<file path="src/rtl/waterfall_pkg.sv">
// Shared widths, FSM state encodings and bit-scan helpers for the
// waterfall LED bus decoder/encoder pair.
package waterfall_pkg;

  localparam int unsigned LED_W = 16;
  localparam int unsigned IDX_W = 4;

  localparam logic [1:0] ST_EMPTY  = 2'd0;
  localparam logic [1:0] ST_LOCKED = 2'd1;
  localparam logic [1:0] ST_FAULT  = 2'd2;

  function automatic logic [IDX_W:0] f_popcount(input logic [LED_W-1:0] v);
    logic [IDX_W:0] c;
    c = '0;
    for (int i = 0; i < LED_W; i++) begin
      c = c + {{IDX_W{1'b0}}, v[i]};
    end
    return c;
  endfunction

  function automatic logic [IDX_W-1:0] f_hi_idx(input logic [LED_W-1:0] v);
    logic [IDX_W-1:0] idx;
    idx = '0;
    for (int i = 0; i < LED_W; i++) begin
      if (v[i]) idx = IDX_W'(i);
    end
    return idx;
  endfunction

endpackage

</file>
<file path="src/rtl/onehot_encoder_16_4_stable_filter.sv">
// stable_filter: 2-flop synchroniser plus hold-time filter; strobes o_accept
// when a new bus value has been steady for STABLE_CYC+1 synchronised samples.
module stable_filter #(
  parameter int unsigned WIDTH      = 16,
  parameter int unsigned STABLE_CYC = 4,
  parameter int unsigned CNT_W      = 8
) (
  input  logic             i_clk,
  input  logic             i_rst,
  input  logic [WIDTH-1:0] i_d,
  output logic [WIDTH-1:0] o_s,
  output logic             o_accept
);

  logic [WIDTH-1:0] r_sync1;
  logic [WIDTH-1:0] r_sync2;
  logic [WIDTH-1:0] r_s_q;
  logic [WIDTH-1:0] r_acc;
  logic [CNT_W-1:0] r_cnt;
  logic             w_same;

  assign w_same   = (r_sync2 == r_s_q);
  // A value equal to the last accepted one never re-triggers.
  assign o_accept = w_same && (r_cnt == CNT_W'(STABLE_CYC - 1)) && (r_sync2 != r_acc);
  assign o_s      = r_sync2;

  always_ff @(posedge i_clk or posedge i_rst) begin
    if (i_rst) begin
      r_sync1 <= '0;
      r_sync2 <= '0;
      r_s_q   <= '0;
      r_acc   <= '0;
      r_cnt   <= '0;
    end else begin
      r_sync1 <= i_d;
      r_sync2 <= r_sync1;
      r_s_q   <= r_sync2;
      if (!w_same) begin
        r_cnt <= '0;
      end else if (r_cnt != CNT_W'(STABLE_CYC)) begin
        r_cnt <= r_cnt + CNT_W'(1);
      end
      if (o_accept) r_acc <= r_sync2;
    end
  end

endmodule

</file>
<file path="src/rtl/onehot_encoder_16_4.sv">
// 16-bit one-hot bus to 4-bit position code with validity/fault classification.
// Optional +/-1 step detection is built when DIR_DETECT_EN is defined.
module onehot_encoder_16_4
  import waterfall_pkg::*;
#(
  parameter int unsigned STABLE_CYC = 4,
  parameter int unsigned CNT_W      = 8
) (
  input  logic             clk100MHz,
  input  logic             reset,
  input  logic [LED_W-1:0] d_in,
  output logic [IDX_W-1:0] code,
  output logic             valid,
  output logic             err,
  output logic             change,
  output logic             dir_up,
  output logic             dir_down
);

  logic [LED_W-1:0] w_s;
  logic             w_accept;
  logic [IDX_W:0]   w_pop;
  logic [IDX_W-1:0] w_hi;
  logic [1:0]       w_new_state;

  logic [1:0]       r_state;
  logic [IDX_W-1:0] r_code;
  logic             r_valid;
  logic             r_err;
  logic             r_change;

  stable_filter #(
    .WIDTH      (LED_W),
    .STABLE_CYC (STABLE_CYC),
    .CNT_W      (CNT_W)
  ) u_filter (
    .i_clk    (clk100MHz),
    .i_rst    (reset),
    .i_d      (d_in),
    .o_s      (w_s),
    .o_accept (w_accept)
  );

  assign w_pop = f_popcount(w_s);
  assign w_hi  = f_hi_idx(w_s);

  always_comb begin
    w_new_state = ST_FAULT;
    if (w_pop == '0) begin
      w_new_state = ST_EMPTY;
    end else if (w_pop == {{IDX_W{1'b0}}, 1'b1}) begin
      w_new_state = ST_LOCKED;
    end
  end

  always_ff @(posedge clk100MHz or posedge reset) begin
    if (reset) begin
      r_state  <= ST_EMPTY;
      r_code   <= '0;
      r_valid  <= 1'b0;
      r_err    <= 1'b0;
      r_change <= 1'b0;
    end else begin
      r_change <= w_accept;
      if (w_accept) begin
        r_state <= w_new_state;
        r_valid <= (w_new_state == ST_LOCKED);
        r_err   <= (w_new_state == ST_FAULT);
        // An empty bus keeps the last reported position.
        if (w_new_state != ST_EMPTY) r_code <= w_hi;
      end
    end
  end

`ifdef DIR_DETECT_EN
  logic w_step;
  logic r_dir_up;
  logic r_dir_down;

  // While LOCKED, r_code already holds the previous locked position.
  assign w_step = w_accept && (w_new_state == ST_LOCKED) && (r_state == ST_LOCKED);

  always_ff @(posedge clk100MHz or posedge reset) begin
    if (reset) begin
      r_dir_up   <= 1'b0;
      r_dir_down <= 1'b0;
    end else begin
      r_dir_up   <= w_step && (w_hi == IDX_W'(r_code + IDX_W'(1)));
      r_dir_down <= w_step && (w_hi == IDX_W'(r_code - IDX_W'(1)));
    end
  end

  assign dir_up   = r_dir_up;
  assign dir_down = r_dir_down;
`else
  assign dir_up   = 1'b0;
  assign dir_down = 1'b0;
`endif

  assign code   = r_code;
  assign valid  = r_valid;
  assign err    = r_err;
  assign change = r_change;

endmodule

</file>
<file path="config.mk">
export PLATFORM = sky130hd
export DESIGN_NAME = onehot_encoder_16_4
export DESIGN_NICKNAME = d
export VERILOG_FILES = /design/src/rtl/waterfall_pkg.sv /design/src/rtl/onehot_encoder_16_4_stable_filter.sv /design/src/rtl/onehot_encoder_16_4.sv
export SDC_FILE = /design/constraint.sdc
export NUM_CORES = 1
export LEC_CHECK = 0
export CAP_MARGIN = 25
export CORE_ASPECT_RATIO = 0.75
export CORE_MARGIN = 1.5
export CORE_UTILIZATION = 55
export DETAILED_ROUTE_END_ITERATION = 10
export DONT_BUFFER_PORTS = 1
export GPL_ROUTABILITY_DRIVEN = 0
export PLACE_DENSITY = 0.73
export RECOVER_POWER = 25
export SLEW_MARGIN = 20
export SYNTH_ARGS = -nofsm -noshare
export SYNTH_HDL_FRONTEND = slang
export SYNTH_SLANG_ARGS = --single-unit
</file>
<file path="constraint.sdc">
create_clock -name clk100MHz -period 4.2 [get_ports clk100MHz]
set_input_delay 1.05 -clock clk100MHz [delete_from_list [all_inputs] [get_ports clk100MHz]]
set_output_delay 1.05 -clock clk100MHz [all_outputs]
set_load 0.01 [all_outputs]
</file>
=== Yosys cells after proc, flatten, opt, wreduce, memory -nomap -nowiden ===
Index checks and enable logic that the tools add are counted.

* Flip-flop bits (word level): 79
* Output and inout port bits: 9

* Mux-type cells: 19
* Add/sub/neg operators: 16
* Reductions and logical operators: 5
* Eq/ne operators: 8

{| class="wikitable"
|+ Operators by type and width
! kind !! number
|-
| 4-bit two-way mux || 14
|-
| 5-bit by 1-bit adder with 5-bit output || 11
|-
| 16-bit equality test || 1
|-
| 8-bit two-way mux || 2
|-
| 16-bit inequality test || 1
|-
| 8-bit by 1-bit adder with 8-bit output (second input constant) || 1
|-
| 8-bit by 2-bit equality test with 1-bit output (second input constant) || 1
|-
| 8-bit by 3-bit inequality test with 1-bit output (second input constant) || 1
|-
| 4-bit by 1-bit adder with 5-bit output || 1
|-
| 5-bit by 1-bit equality test with 1-bit output (second input constant) || 1
|-
| 5-bit zero test || 1
|-
| 3-bit by 1-bit adder with 4-bit output || 1
|-
| 2-bit two-way mux || 2
|-
| 2-bit by 1-bit adder with 3-bit output || 1
|-
| 1-bit by 1-bit adder with 2-bit output || 1
|-
| 2-bit by 1-bit equality test with 1-bit output (second input constant) || 1
|-
| 2-bit equality test (second input constant) || 1
|-
| 1-bit logical AND || 2
|-
| 2-bit inequality test (second input constant) || 1
|-
| 2-bit AND reduction || 1
|-
| 2-bit nonzero test || 1
|-
| 1-bit two-way mux || 1
|}

=== Longest topological paths before layout ===
* Word-level depth: 20
* Depth in mapped cells: 16
* Gate-level depth less buffers: 15

=== Hierarchy ===
A second synthesis with hierarchy kept.

* Cell total of the unflattened synthesis: 254
* Area, all modules: 3467.1 um^2

{| class="wikitable"
|+ By module, submodules not included
! module !! times used !! area an instance (um^2) !! cells each
|-
| stable_filter || 1 || 2673.8 || 170
|-
| onehot_encoder_16_4 || 1 || 793.3 || 84
|}

=== Worst setup path before layout ===
OpenSTA, ideal clock, no wires.

* Path type: reg2reg
* Start point: register u_filter.r_sync2[5], in the netlist u_filter.o_s[5]
* End point: register r_code[1], in the netlist code[1]
* Required time: 4.075 ns
* Setup time: 0.125 ns
* Cell stages (with the launch flop): 17
* Slack: -0.251 ns
* Data arrival time: 4.326 ns
* Buffers on the path: 1
* Cell sequence: dfrtp_1 clkbuf_1 inv_1 fa_1 inv_1 fa_1 fa_1 inv_1 fa_1 inv_1 ha_1 fa_1 and2_1 a21oi_1 nor3_1 nor4_2 mux2_2

* Longest elaborated chain between the ends: 16
* Elaborated cells on any way between the ends: 32
* Those cells by class: add/sub: 11; eq/ne: 3; mux: 13; reduce/logical: 5

{| class="wikitable"
|+ RTL lines
! what !! RTL line !! RTL
|-
| start, declared || onehot_encoder_16_4_stable_filter.sv:16 || <nowiki>logic [WIDTH-1:0] r_sync2;</nowiki>
|-
| start signal, assigned || onehot_encoder_16_4_stable_filter.sv:36 || <nowiki>r_sync2 <= r_sync1;</nowiki>
|-
| 5-bit by 1-bit adder with 5-bit output (11 in a row) || waterfall_pkg.sv:16 || <nowiki>c = c + {{IDX_W{1'b0}}, v[i]};</nowiki>
|-
| 5-bit by 1-bit equality test with 1-bit output || onehot_encoder_16_4.sv:51 || <nowiki>end else if (w_pop == {{IDX_W{1'b0}}, 1'b1}) begin</nowiki>
|-
| 2-bit two-way mux || onehot_encoder_16_4.sv:51 ||
|-
| 2-bit two-way mux || onehot_encoder_16_4.sv:49 || <nowiki>if (w_pop == '0) begin</nowiki>
|-
| 2-bit nonzero test || onehot_encoder_16_4.sv:70 || <nowiki>if (w_new_state != ST_EMPTY) r_code <= w_hi;</nowiki>
|-
| 2-bit AND reduction (no source line) || -- ||
|-
| end signal, assigned || onehot_encoder_16_4.sv:70 ||
|-
| end, declared || onehot_encoder_16_4.sv:27 || <nowiki>logic [IDX_W-1:0] r_code;</nowiki>
|}

Parallel ways exist; a longest one is shown, timed or not.
A chain may end at the register's enable or synchronous reset.

=== Worst setup path in the final report ===
* Start point: register u_filter.r_sync2[11], in the netlist u_filter.o_s[11]
* End point: register r_code[2], in the netlist code[2]

* Longest elaborated chain between the ends: 10
* Elaborated cells on any way between the ends: 20
* Those cells by class: add/sub: 5; eq/ne: 3; mux: 7; reduce/logical: 5

{| class="wikitable"
|+ RTL lines
! what !! RTL line
|-
| 5-bit by 1-bit adder with 5-bit output (5 in a row) || waterfall_pkg.sv:16
|-
| 5-bit by 1-bit equality test with 1-bit output || onehot_encoder_16_4.sv:51
|-
| 2-bit two-way mux || onehot_encoder_16_4.sv:51
|-
| 2-bit two-way mux || onehot_encoder_16_4.sv:49
|-
| 2-bit nonzero test || onehot_encoder_16_4.sv:70
|-
| 2-bit AND reduction (no source line) || --
|}

Parallel ways exist; a longest one is shown, timed or not.

==> impl_metrics.py <==
metrics = {
    "global_route": {
        "global_route_total_overflow": 0,
        "grt_max_degree": 37,
        "grt_util_all_layers_pct": 20.4,
        "antenna_found_initial": 0,
        "first_pass_grt_wire_length_um": 9940,
        "first_global_vias": 2007,
    },
    "timing": {
        "slew_viol_final": 0,
        "post-route-worst-setup-slack_ps": -8.83,
        "finalHoldWorstSlack_ps": 352,
        "hold_viol": 0,
        "grt_setup_unrepaired": "true",
        "max_slew_margin_pct": 37.7,
        "worst-slew-pin-transition_ps": 935,
        "timing.final.crit_share_pct": 100,
        "finalSetupViolations": 3,
        "setup-tns-final_ps": -21.4,
        "fin_crit_period_ps": 4210,
        "finClkSkew_ps": 6.38,
        "clock.fmax_mhz": 238,
    },
    "power": {
        "static-leakage-power_nw": 1.77,
        "vdd_drop_max_mv": 0.342,
        "pwr_density_cell_nw_per_um2": 439,
        "power_w": 0.00167,
    },
    "floorplan": {
        "die_height_um": 71.7,
        "floorplan.die.width_um": 94.6,
        "core_area_um2": 5950,
        "design.portCount": 27,
        "rows": 24,
        "start_util_pct": 58.2,
        "design.die.area_um2": 6790,
    },
    "yosys": {
        "synth_largest_type_area_fraction_pct": 57.1,
        "synth.area.top_cells": "dfrtp_1, fa_1, xnor2_1",
        "synth_area_um2": 3460,
        "ys_seq_elements": 79,
        "yosys_most_used_dff": "dfrtp_1",
        "synthesis_warning_total": 0,
        "postSynthCellCount": 265,
        "synth_top_cell_by_area": "dfrtp_1",
        "ys_seq_area_share_pct": 57.1,
        "number_of_enable_type_register_cells_in_the_synthesized_netlist": 0,
        "netlist-cell-type-count": 37,
        "share_of_flip_flops_with_an_asynchronous_set_or_reset_pct": 100,
        "postSynthAreaPerCell_um2": 13.1,
    },
    "cts": {
        "clk_pin_slew_worst_paths_ps": 90,
        "post_cts_hold_buffer_count": 0,
        "cts_root_buffer": "clkbuf_8",
        "clock_sink_count": 79,
        "numCtsBuffers": 9,
        "clk_path_buf_depth": 2,
        "clock_insertion_delay_worst_skew_ps": 360,
        "cts_max_level": 3,
        "clock_tree_from_tritoncts": "built",
    },
    "worst_setup_path": {
        "path_class": "reg2reg",
        "crit_path_frequent_cell": "fa_1",
        "worst-path-buf-inv": 4,
        "timing.critical_path.to_type": "register",
        "timing.critical_path.slowest_stage_cell": "fa_1",
        "maximum_cell_stage_delay_along_the_critical_path_ps": 530,
        "cp_max_fo": 4,
        "cp_data_arrival_time_ps": 4460,
        "critPathRequiredTime_ps": 4450,
        "list_of_cells_traversed_by_the_critical_path": "fa_1 -> inv_1 -> fa_1 -> inv_2 -> fa_1 -> inv_1 -> fa_1 -> inv_1 -> ha_2 -> fa_2 -> or3_4 -> nor3_4 -> nor4_4 -> mux2_2",
        "worst_path_dominant_cell_family": "adder cells",
        "setup.worst_path.start_class": "register",
    },
    "drt": {
        "vias_per_cell": 5.27,
        "post_drt_wl_per_cell_um": 16.5,
        "drt_pass1_iterations": 4,
        "wirelength_um": 6000,
        "final_antenna_net_count": 0,
        "via_count": 1914,
        "dr.first_iter.drc_count": 118,
        "drc_viols": 0,
    },
    "layout": {
        "mostFrequentLayoutCells": "dfrtp_1, inv_1, xor2_1, xnor2_1, nor2_1",
        "final_nets": 315,
        "finish.cell_count_without_fillers": 363,
        "antenna_cells": 0,
        "layout-area-overhead-vs-synth_pct": 9.79,
        "drive_above_1_share_pct": 18.9,
        "layout_commonest_cell": "dfrtp_1",
    },
    "hold_path": {
        "hold_path.class": "reg2reg",
    },
    "placement": {
        "numPortBuffers": 0,
        "numPlacedInstances": 347,
        "dp.final_hpwl_um": 4350,
    },
    "status": {
        "outcome": "finished with violations",
        "violations": "negative setup slack",
    },
    "flow_run": {
        "cap_viol_max_count": 0,
    },
}
[registers in the layout, summed over array words and instances (netlist names)]
| register | flops |
|---|---|
| err | 1 |
| change | 1 |
| u_filter.o_s | 16 |
| u_filter.r_s_q | 16 |
| valid | 1 |
| u_filter.r_sync1 | 16 |
| u_filter.r_acc | 16 |
| code | 4 |
| u_filter.r_cnt | 8 |
[synthesized netlist by cell type (2+ instances only)]
| library cell | n |
|---|---|
| fa_1 | 10 |
| ha_1 | 7 |
| o31ai_1 | 3 |
| buf_6 | 5 |
| inv_1 | 32 |
| buf_4 | 2 |
| nor4_2 | 2 |
| nor4_1 | 7 |
| nor2_1 | 16 |
| o21ai_0 | 2 |
| and3_1 | 2 |
| a31oi_1 | 2 |
| xnor2_1 | 19 |
| mux2_4 | 9 |
| or3_1 | 2 |
| buf_2 | 3 |
| nand4_1 | 5 |
| mux2_2 | 11 |
| dfrtp_1 | 79 |
| nand2_1 | 2 |
| xor2_1 | 19 |
| nand3_1 | 6 |
| clkbuf_1 | 3 |
| and2_1 | 2 |
| a21oi_1 | 3 |
[cell families (layout without fill, tap and decap cells)]
logic type	count (synthesis)	after routing	share of synthesized area, %
buf+inv	45	64	6.29
other cells	1	2	0.108
mux	21	21	7.77
flops	79	79	57.1
compound gates	17	17	3.54
fa+ha+maj	17	17	8.31
simple gates	47	47	7.30
xor+xnor	38	38	9.61
[path summary, 6_finish.rpt]
kind	startpoint	endpoint	slack [ps]	cells after the start
setup / recovery	u_filter.o_s[11]$_DFF_PP0_	code[2]$_DFFE_PP0P_	-9	14
hold / removal	u_filter.r_sync1[10]$_DFF_PP0_	u_filter.o_s[10]$_DFF_PP0_	350	0
setup reg to reg	u_filter.o_s[11]$_DFF_PP0_	code[2]$_DFFE_PP0P_	-9	14
hold reg to reg	u_filter.r_sync1[10]$_DFF_PP0_	u_filter.o_s[10]$_DFF_PP0_	350	0
max in group asynchronous	reset	u_filter.o_s[11]$_DFF_PP0_	3050	2
min in group asynchronous	reset	u_filter.r_sync1[6]$_DFF_PP0_	560	1
[report_power, final]
group / internal, W / switching, W
combinational: 0.000142 / 0.000183
sequential: 0.000783 / 0.0000162
clock: 0.000247 / 0.000300
[per-layer routing]
| metal | vias up | part of all wire [%] | routed length [um] | track usage (%) |
|---|---|---|---|---|
| li1 | 887 | - | - | - |
| met3 | 8 | 5.4 | 324 | 7.11 |
| met4 | 0 | 1.1 | 65 | 6.97 |
| met1 | 962 | 48 | 2910 | 29.3 |
| met2 | 57 | 45 | 2700 | 29.3 |
| met5 | - | 0 | 0 | 0 |
[per-stage QoR]
| stage | area [um2] | util, % | worst slack (ps) |
|---|---|---|---|
| finish | 3800 | 64.0 | -8.83 |
| global route | 3800 | 64.0 | -153 |
| CTS | 3840 | 64.6 | -30.4 |
| detailed placement | 3620 | 60.9 | -108 |
| global placement | 3600 | 60.6 | -56.8 |
| floorplan | 3500 | - | -106 |
[area by class of cell]
class / instances / area, um2
fill: 461 / 2140
sequential: 79 / 1980
multi-input combinational: 142 / 1320
clock buffer: 10 / 138
inverter: 32 / 124
tap: 78 / 97.6
timing repair buffer: 16 / 91.3
clock inverter: 6 / 57.6
[repair_timing]
| action | 4_1_cts | 5_1_grt |
|---|---|---|
| setup buffers | 1 | 0 |
| gates resized for setup | 4 | 1 |
| pin swaps | 2 | 1 |
| endpoints found under the setup margin | 4 | 6 |
(Power assumes the default switching activity.)
